### src/rtl/fetch_exec_sequencer.sv
// Multi-cycle fetch/decode/exec/mem/wb control FSM for an 8-bit-PC RV32I-subset datapath.
// Latency (zero-wait acks): ALU/LUI/JAL/JALR 4, BRANCH 3, STORE 4, LOAD 5 cycles.
// Backpressure: stalls in FETCH on rom_ack (bounded by ROM_TIMEOUT) and in MEM on dmem_ack (unbounded).
module fetch_exec_sequencer #(
    parameter int CNT_W       = 16,
    parameter int ROM_TIMEOUT = 15
) (
    input  logic             clk,
    input  logic             rst,
    input  logic             start,
    input  logic [31:0]      instr,
    input  logic             rom_ack,
    input  logic             br_taken,
    input  logic             dmem_ack,
    output logic             rom_req,
    output logic             ir_load,
    output logic             pc_en,
    output logic [1:0]       pc_sel,
    output logic             rf_we,
    output logic             alu_src_imm,
    output logic             mem_rd,
    output logic             mem_wr,
    output logic             busy,
    output logic             halted,
    output logic             err,
    output logic [CNT_W-1:0] retired,
    output logic [2:0]       state_dbg
);

    typedef enum logic [2:0] {
        S_IDLE = 3'd0, S_FETCH = 3'd1, S_DECODE = 3'd2, S_EXEC = 3'd3,
        S_MEM  = 3'd4, S_WB    = 3'd5, S_HALT   = 3'd6
    } state_t;

    typedef enum logic [3:0] {
        C_ILL = 4'd0, C_R, C_I, C_LOAD, C_STORE, C_BR, C_JAL, C_JALR, C_LUI, C_SYS
    } cls_t;

    localparam int TW = $clog2(ROM_TIMEOUT + 1);
    localparam logic [TW-1:0] TLIM = TW'(ROM_TIMEOUT - 1);

    function automatic cls_t classify(input logic [6:0] op);
        case (op)
            7'b0110011: return C_R;
            7'b0010011: return C_I;
            7'b0000011: return C_LOAD;
            7'b0100011: return C_STORE;
            7'b1100011: return C_BR;
            7'b1101111: return C_JAL;
            7'b1100111: return C_JALR;
            7'b0110111: return C_LUI;
            7'b1110011: return C_SYS;
            default:    return C_ILL;
        endcase
    endfunction

    state_t          state, nxt;
    cls_t            cls;
    logic [TW-1:0]   tcnt;
    logic            cls_ld, tcnt_clr, tcnt_inc, err_set, retire;
    logic            unused_instr;

    // Only the opcode field steers sequencing; the rest belongs to the datapath.
    assign unused_instr = ^instr[31:7];

    always_ff @(posedge clk or negedge rst) begin
        if (!rst) state <= S_IDLE;
        else      state <= nxt;
    end

    always_ff @(posedge clk or negedge rst) begin
        if (!rst) begin
            cls     <= C_ILL;
            tcnt    <= '0;
            err     <= 1'b0;
            retired <= '0;
        end else begin
            if (cls_ld)        cls  <= classify(instr[6:0]);
            if (tcnt_clr)      tcnt <= '0;
            else if (tcnt_inc) tcnt <= tcnt + 1'b1;
            if (err_set)       err  <= 1'b1;
            if (retire)        retired <= retired + CNT_W'(1);
        end
    end

    always_comb begin
        nxt         = state;
        rom_req     = 1'b0;
        ir_load     = 1'b0;
        pc_en       = 1'b0;
        pc_sel      = 2'b00;
        rf_we       = 1'b0;
        mem_rd      = 1'b0;
        mem_wr      = 1'b0;
        cls_ld      = 1'b0;
        tcnt_clr    = 1'b0;
        tcnt_inc    = 1'b0;
        err_set     = 1'b0;
        retire      = 1'b0;
        case (state)
            S_IDLE: if (start) nxt = S_FETCH;
            S_FETCH: begin
                rom_req = 1'b1;
                if (rom_ack) begin
                    ir_load  = 1'b1;
                    cls_ld   = 1'b1;
                    tcnt_clr = 1'b1;
                    nxt      = S_DECODE;
                end else if (tcnt == TLIM) begin
                    err_set = 1'b1;
                    nxt     = S_HALT;
                end else begin
                    tcnt_inc = 1'b1;
                end
            end
            S_DECODE: begin
                if (cls == C_SYS) begin
                    nxt = S_HALT;
                end else if (cls == C_ILL) begin
                    err_set = 1'b1;
                    nxt     = S_HALT;
                end else begin
                    nxt = S_EXEC;
                end
            end
            S_EXEC: begin
                if (cls == C_LOAD || cls == C_STORE) begin
                    nxt = S_MEM;
                end else if (cls == C_BR) begin
                    pc_en  = 1'b1;
                    pc_sel = br_taken ? 2'b01 : 2'b00;
                    retire = 1'b1;
                    nxt    = S_FETCH;
                end else begin
                    nxt = S_WB;
                end
            end
            S_MEM: begin
                mem_rd = (cls == C_LOAD);
                mem_wr = (cls != C_LOAD);
                if (dmem_ack) begin
                    if (cls == C_LOAD) begin
                        nxt = S_WB;
                    end else begin
                        pc_en  = 1'b1;
                        retire = 1'b1;
                        nxt    = S_FETCH;
                    end
                end
            end
            S_WB: begin
                rf_we  = 1'b1;
                pc_en  = 1'b1;
                pc_sel = (cls == C_JAL || cls == C_JALR) ? 2'b10 : 2'b00;
                retire = 1'b1;
                nxt    = S_FETCH;
            end
            S_HALT:  nxt = S_HALT;
            default: nxt = S_IDLE;
        endcase
    end

    assign alu_src_imm = (state == S_EXEC || state == S_MEM || state == S_WB) &&
                         (cls == C_I || cls == C_LOAD || cls == C_STORE ||
                          cls == C_JALR || cls == C_LUI);
    assign busy      = (state != S_IDLE) && (state != S_HALT);
    assign halted    = (state == S_HALT);
    assign state_dbg = state;

endmodule
### config.mk
export PLATFORM = sky130hd
export DESIGN_NAME = fetch_exec_sequencer
export DESIGN_NICKNAME = d
export VERILOG_FILES = /design/src/rtl/fetch_exec_sequencer.sv
export SDC_FILE = /design/constraint.sdc
export NUM_CORES = 1
export LEC_CHECK = 0
export ABC_AREA = 1
export BUFFER_PORTS_ARGS = -buffer_cell sky130_fd_sc_hd__buf_2
export CORE_MARGIN = 2
export CORE_UTILIZATION = 25
export CTS_BUF_LIST = sky130_fd_sc_hd__clkbuf_4
export DETAILED_ROUTE_END_ITERATION = 6
export PLACE_DENSITY = 0.56
export SLEW_MARGIN = 30
export SYNTH_ARGS = -nofsm -noshare
export SYNTH_HDL_FRONTEND = slang
export SYNTH_SLANG_ARGS = --single-unit
### constraint.sdc
create_clock -name clk -period 1.67 [get_ports clk]
set_clock_uncertainty 0.05 [all_clocks]
set_input_delay 0.0835 -clock clk [delete_from_list [all_inputs] [get_ports clk]]
set_output_delay 0.0835 -clock clk [all_outputs]
set_load 0.005 [all_outputs]
==> metrics.md <==
| Metric | Value |
|---|---|
| Status | complete, no violations |
| Hold_ws | 0.03001 ns |
| DR DRC count | 0 |
| Fin crit period | 1.592 ns |
| Fmax | 628.2 MHz |
| Post-synth net total | 322 |
| H-tree depth | 1 |
| YS warnings | 0 |
| VDD IR-drop max | 658.5 µV |
| First-pass DRT Iterations | 4 |
| Pwr dens | 1248 nW/µm² |
| Worst-Margin Slew | 0.6433 ns |
| Crit Path Category | reg2out |
| Share of the yosys chip area belonging to registers | 0.3701 |
| Die Wd | 91.02 µm |
| Post-DRT Antenna Nets | 0 |
| Max FO, Critical Path | 4 |
| Max-Cap Viols | 0 |
| Final WL | 5022 µm |
| Global Route met1 Usage | 0.1511 |
| Yosys cell types | 27 |
| Flop pwr share | 0.317 |
| Placed Instance Area | 2243 µm² |
| N_diodes | 0 |
| Clk_lat worst skew | 0.34 ns |
| Combinational share of power | 0.543 |
| Clock Power Share | 0.140 |
| Sink Count | 28 |
| Die Y | 91.02 µm |
| IO Pins | 69 |
| Final slew viol count | 0 |
| M3 GR Usage | 0.02739 |
| CTS tree | done |
| DRT iter0 DRCs | slightly above 80 |
| Num CTS Buffers | 3 |
| FF+latch count, synth | 28 |
| Post-DR wirelength/cell | 11.14 µm |
| RSZ-0062 raised after global routing | true |
| Vias in the first global route | 1,902 |
| Setup WS post-layout | a little under 0.08 ns |
| Worst EP required | 1.54 ns |
| CP endpoint kind | output port |
| Largest net degree at the start of global routing | 29 |
| Initial core utilization | 0.2596 |
| DR vias/cell | 4.461 |
| Synth Instances | approximately 280 |
| Total via count in the routed design | 2,012 |
| NetSw | 1.370 mW |
| Lkg Pwr | 1.317 nW |
| Fill cells | 805 |
| Startpoint types | flip-flop |
| Fin area | 2589 µm² |
| Num rows | 31 |
| Power Internal | ~1.9 mW |
| M2 GR Usage | 0.2296 |
| Area Overhead vs Synth | 36.75% |
| Slew Limit Headroom | 0.5711 |
| Clk root buf | clkbuf_4 |
| Most frequent cells in the layout | 90 x nand2_1, 42 x buf_2, 36 x nor2_1 |
| WP data arrival | 1.46 ns |
| Clk buf depth | 2 |
| Global-route wire length before repair | 8604 µm |
| Core area | 7292 µm² |
| Most common cell after layout, fill and taps aside | nand2_1 |
| Grt ovf | 0 |
| Fin util | 0.3550 |
| Final setup fails | 0 |
| Min-delay worst type | in2reg |
| CTS clk-pin slew, worst paths | ~0.15 ns |
| Avg Inst Size Synth | 6.737 µm² |
| Nets | 394 |
| GR Util All Layers | 0.1245 |
| Synthesized area | 1893 µm² |
| Layout cell share with drive strength beyond 1 | 0.2898 |
| Fin. Hold Viols | 0 |
| Crit share post-route | 0.9532 |
| Dpl ws | 0.1300 ns |
| Placer Congestion | approximately 0.83 |
| Initial antenna violation count | 0 |
| Grt peak-use layer | met2 |
| Post-DP HPWL | 3629 µm |
| Sw frac | 0.4241 |
| Setup TNS | 0 ns |
| Die Area | 8285 µm² |
| Number of buffers added on ports | between 40 and 50 |
timing repair:
action / in CTS / in global routing
hold endpoints to repair: 30 / 0
gates resized for setup: 7 / 22
setup endpoints to repair: 4 / 21
hold buffers: 3 / 0
cloned: 1 / 0
pin swaps: 3 / 6
setup buffers: 7 / 10
state kept, by name, indices dropped and copies added, names as in the netlist:
signal and cells:
tcnt 4, state_dbg 3, err 1, retired 16, cls 4
metrics by stage:
stage | std cells | power (mW)
floorplan | 281 | 1.919
global placement | 426 | 2.325
detailed placement | 426 | 2.348
CTS | 441 | 3.025
global route | 451 | 3.554
finish | 451 | 3.230
routing by layer:
metal	part of all wire	vias to the layer above
met5	0	-
met4	0.0076	0
met3	0.049	4
met2	0.51	47
met1	0.43	920
li1	-	1041
critical path, stage by stage, from the launching register on:
cell and delay, ns:
dfrtp_1 0.45, inv_2 0.15, buf_4 0.13, buf_4 0.11, nand3_2 0.08, inv_1 0.06, nor2_1 0.03, buf_2 0.12
power by group through the flow:
stage                     Sequential [mW]  Clock (mW)  Combinational [mW]
after floorplan                      1.02           0               0.895
final                                1.02       0.453                1.75
after CTS                            1.02       0.479                1.52
after detailed placement             1.04           0                1.31
after global placement               1.04           0                1.29
after global routing                 1.06       0.502                1.99
cells by family after synthesis:
family | count (synthesis) | share of synthesized area
flip-flops | 28 | 0.3701
AO/OA/AOI/OAI | 25 | 0.07403
XOR/XNOR | 6 | 0.02776
AND/OR/NAND/NOR | 178 | 0.4151
adder cells (fa/ha/maj) | 3 | 0.01983
buffers and inverters | 41 | 0.09319
cell type report:
cell class                      instances  area [µm²]  area share
Clock buffer                            3       22.52    0.008700
Clock inverter                          1       30.03     0.01160
Inverter                               38       147.6     0.05703
Multi-Input combinational cell        213        1124      0.4340
Sequential cell                        28       704.4      0.2721
Tap cell                               99       123.9     0.04785
Timing Repair Buffer                   69       436.7      0.1687
Yosys cell counts:
cell type  instances  area, µm²
a21oi_1            3      15.01
nor2_2             4      25.02
o21ai_1            4      20.02
inv_2              5      18.77
ha_1               3      37.54
or2_2              1      6.260
nor2_4             1      11.26
a211o_1            1      8.760
o21a_1             1      7.510
nand2_1           93      349.1
nor4_1             1      6.260
dfrtp_1           28      700.7
xnor2_1            2      17.52
o21ai_0           12      60.06
a41oi_1            1      8.760
xor2_1             4      35.03
a22oi_1            1      7.510
o22ai_1            2      12.51
nand4_1            9      56.30
inv_1             33      123.9
nand3_1           16      80.08
nor2_1            41      153.9
nand3_2            1      10.01
nand3b_1           3      22.52
nand3_4            2      35.03
buf_6              3      33.78
nor3_1             6      30.03
final timing paths:
check                              from  cells after the start  slack, ns           end
max in group asynchronous           rst                      2       0.87  state_dbg[2]
hold reg to reg                     err                      1       0.45           err
hold / removal                  rom_ack                      4       0.03       tcnt[3]
setup reg to reg           state_dbg[1]                      8       0.13       tcnt[1]
min in group asynchronous           rst                      2       0.23    retired[5]
setup / recovery           state_dbg[1]                      7       0.08          busy
No activity file was read; power rests on OpenSTA's default activity.
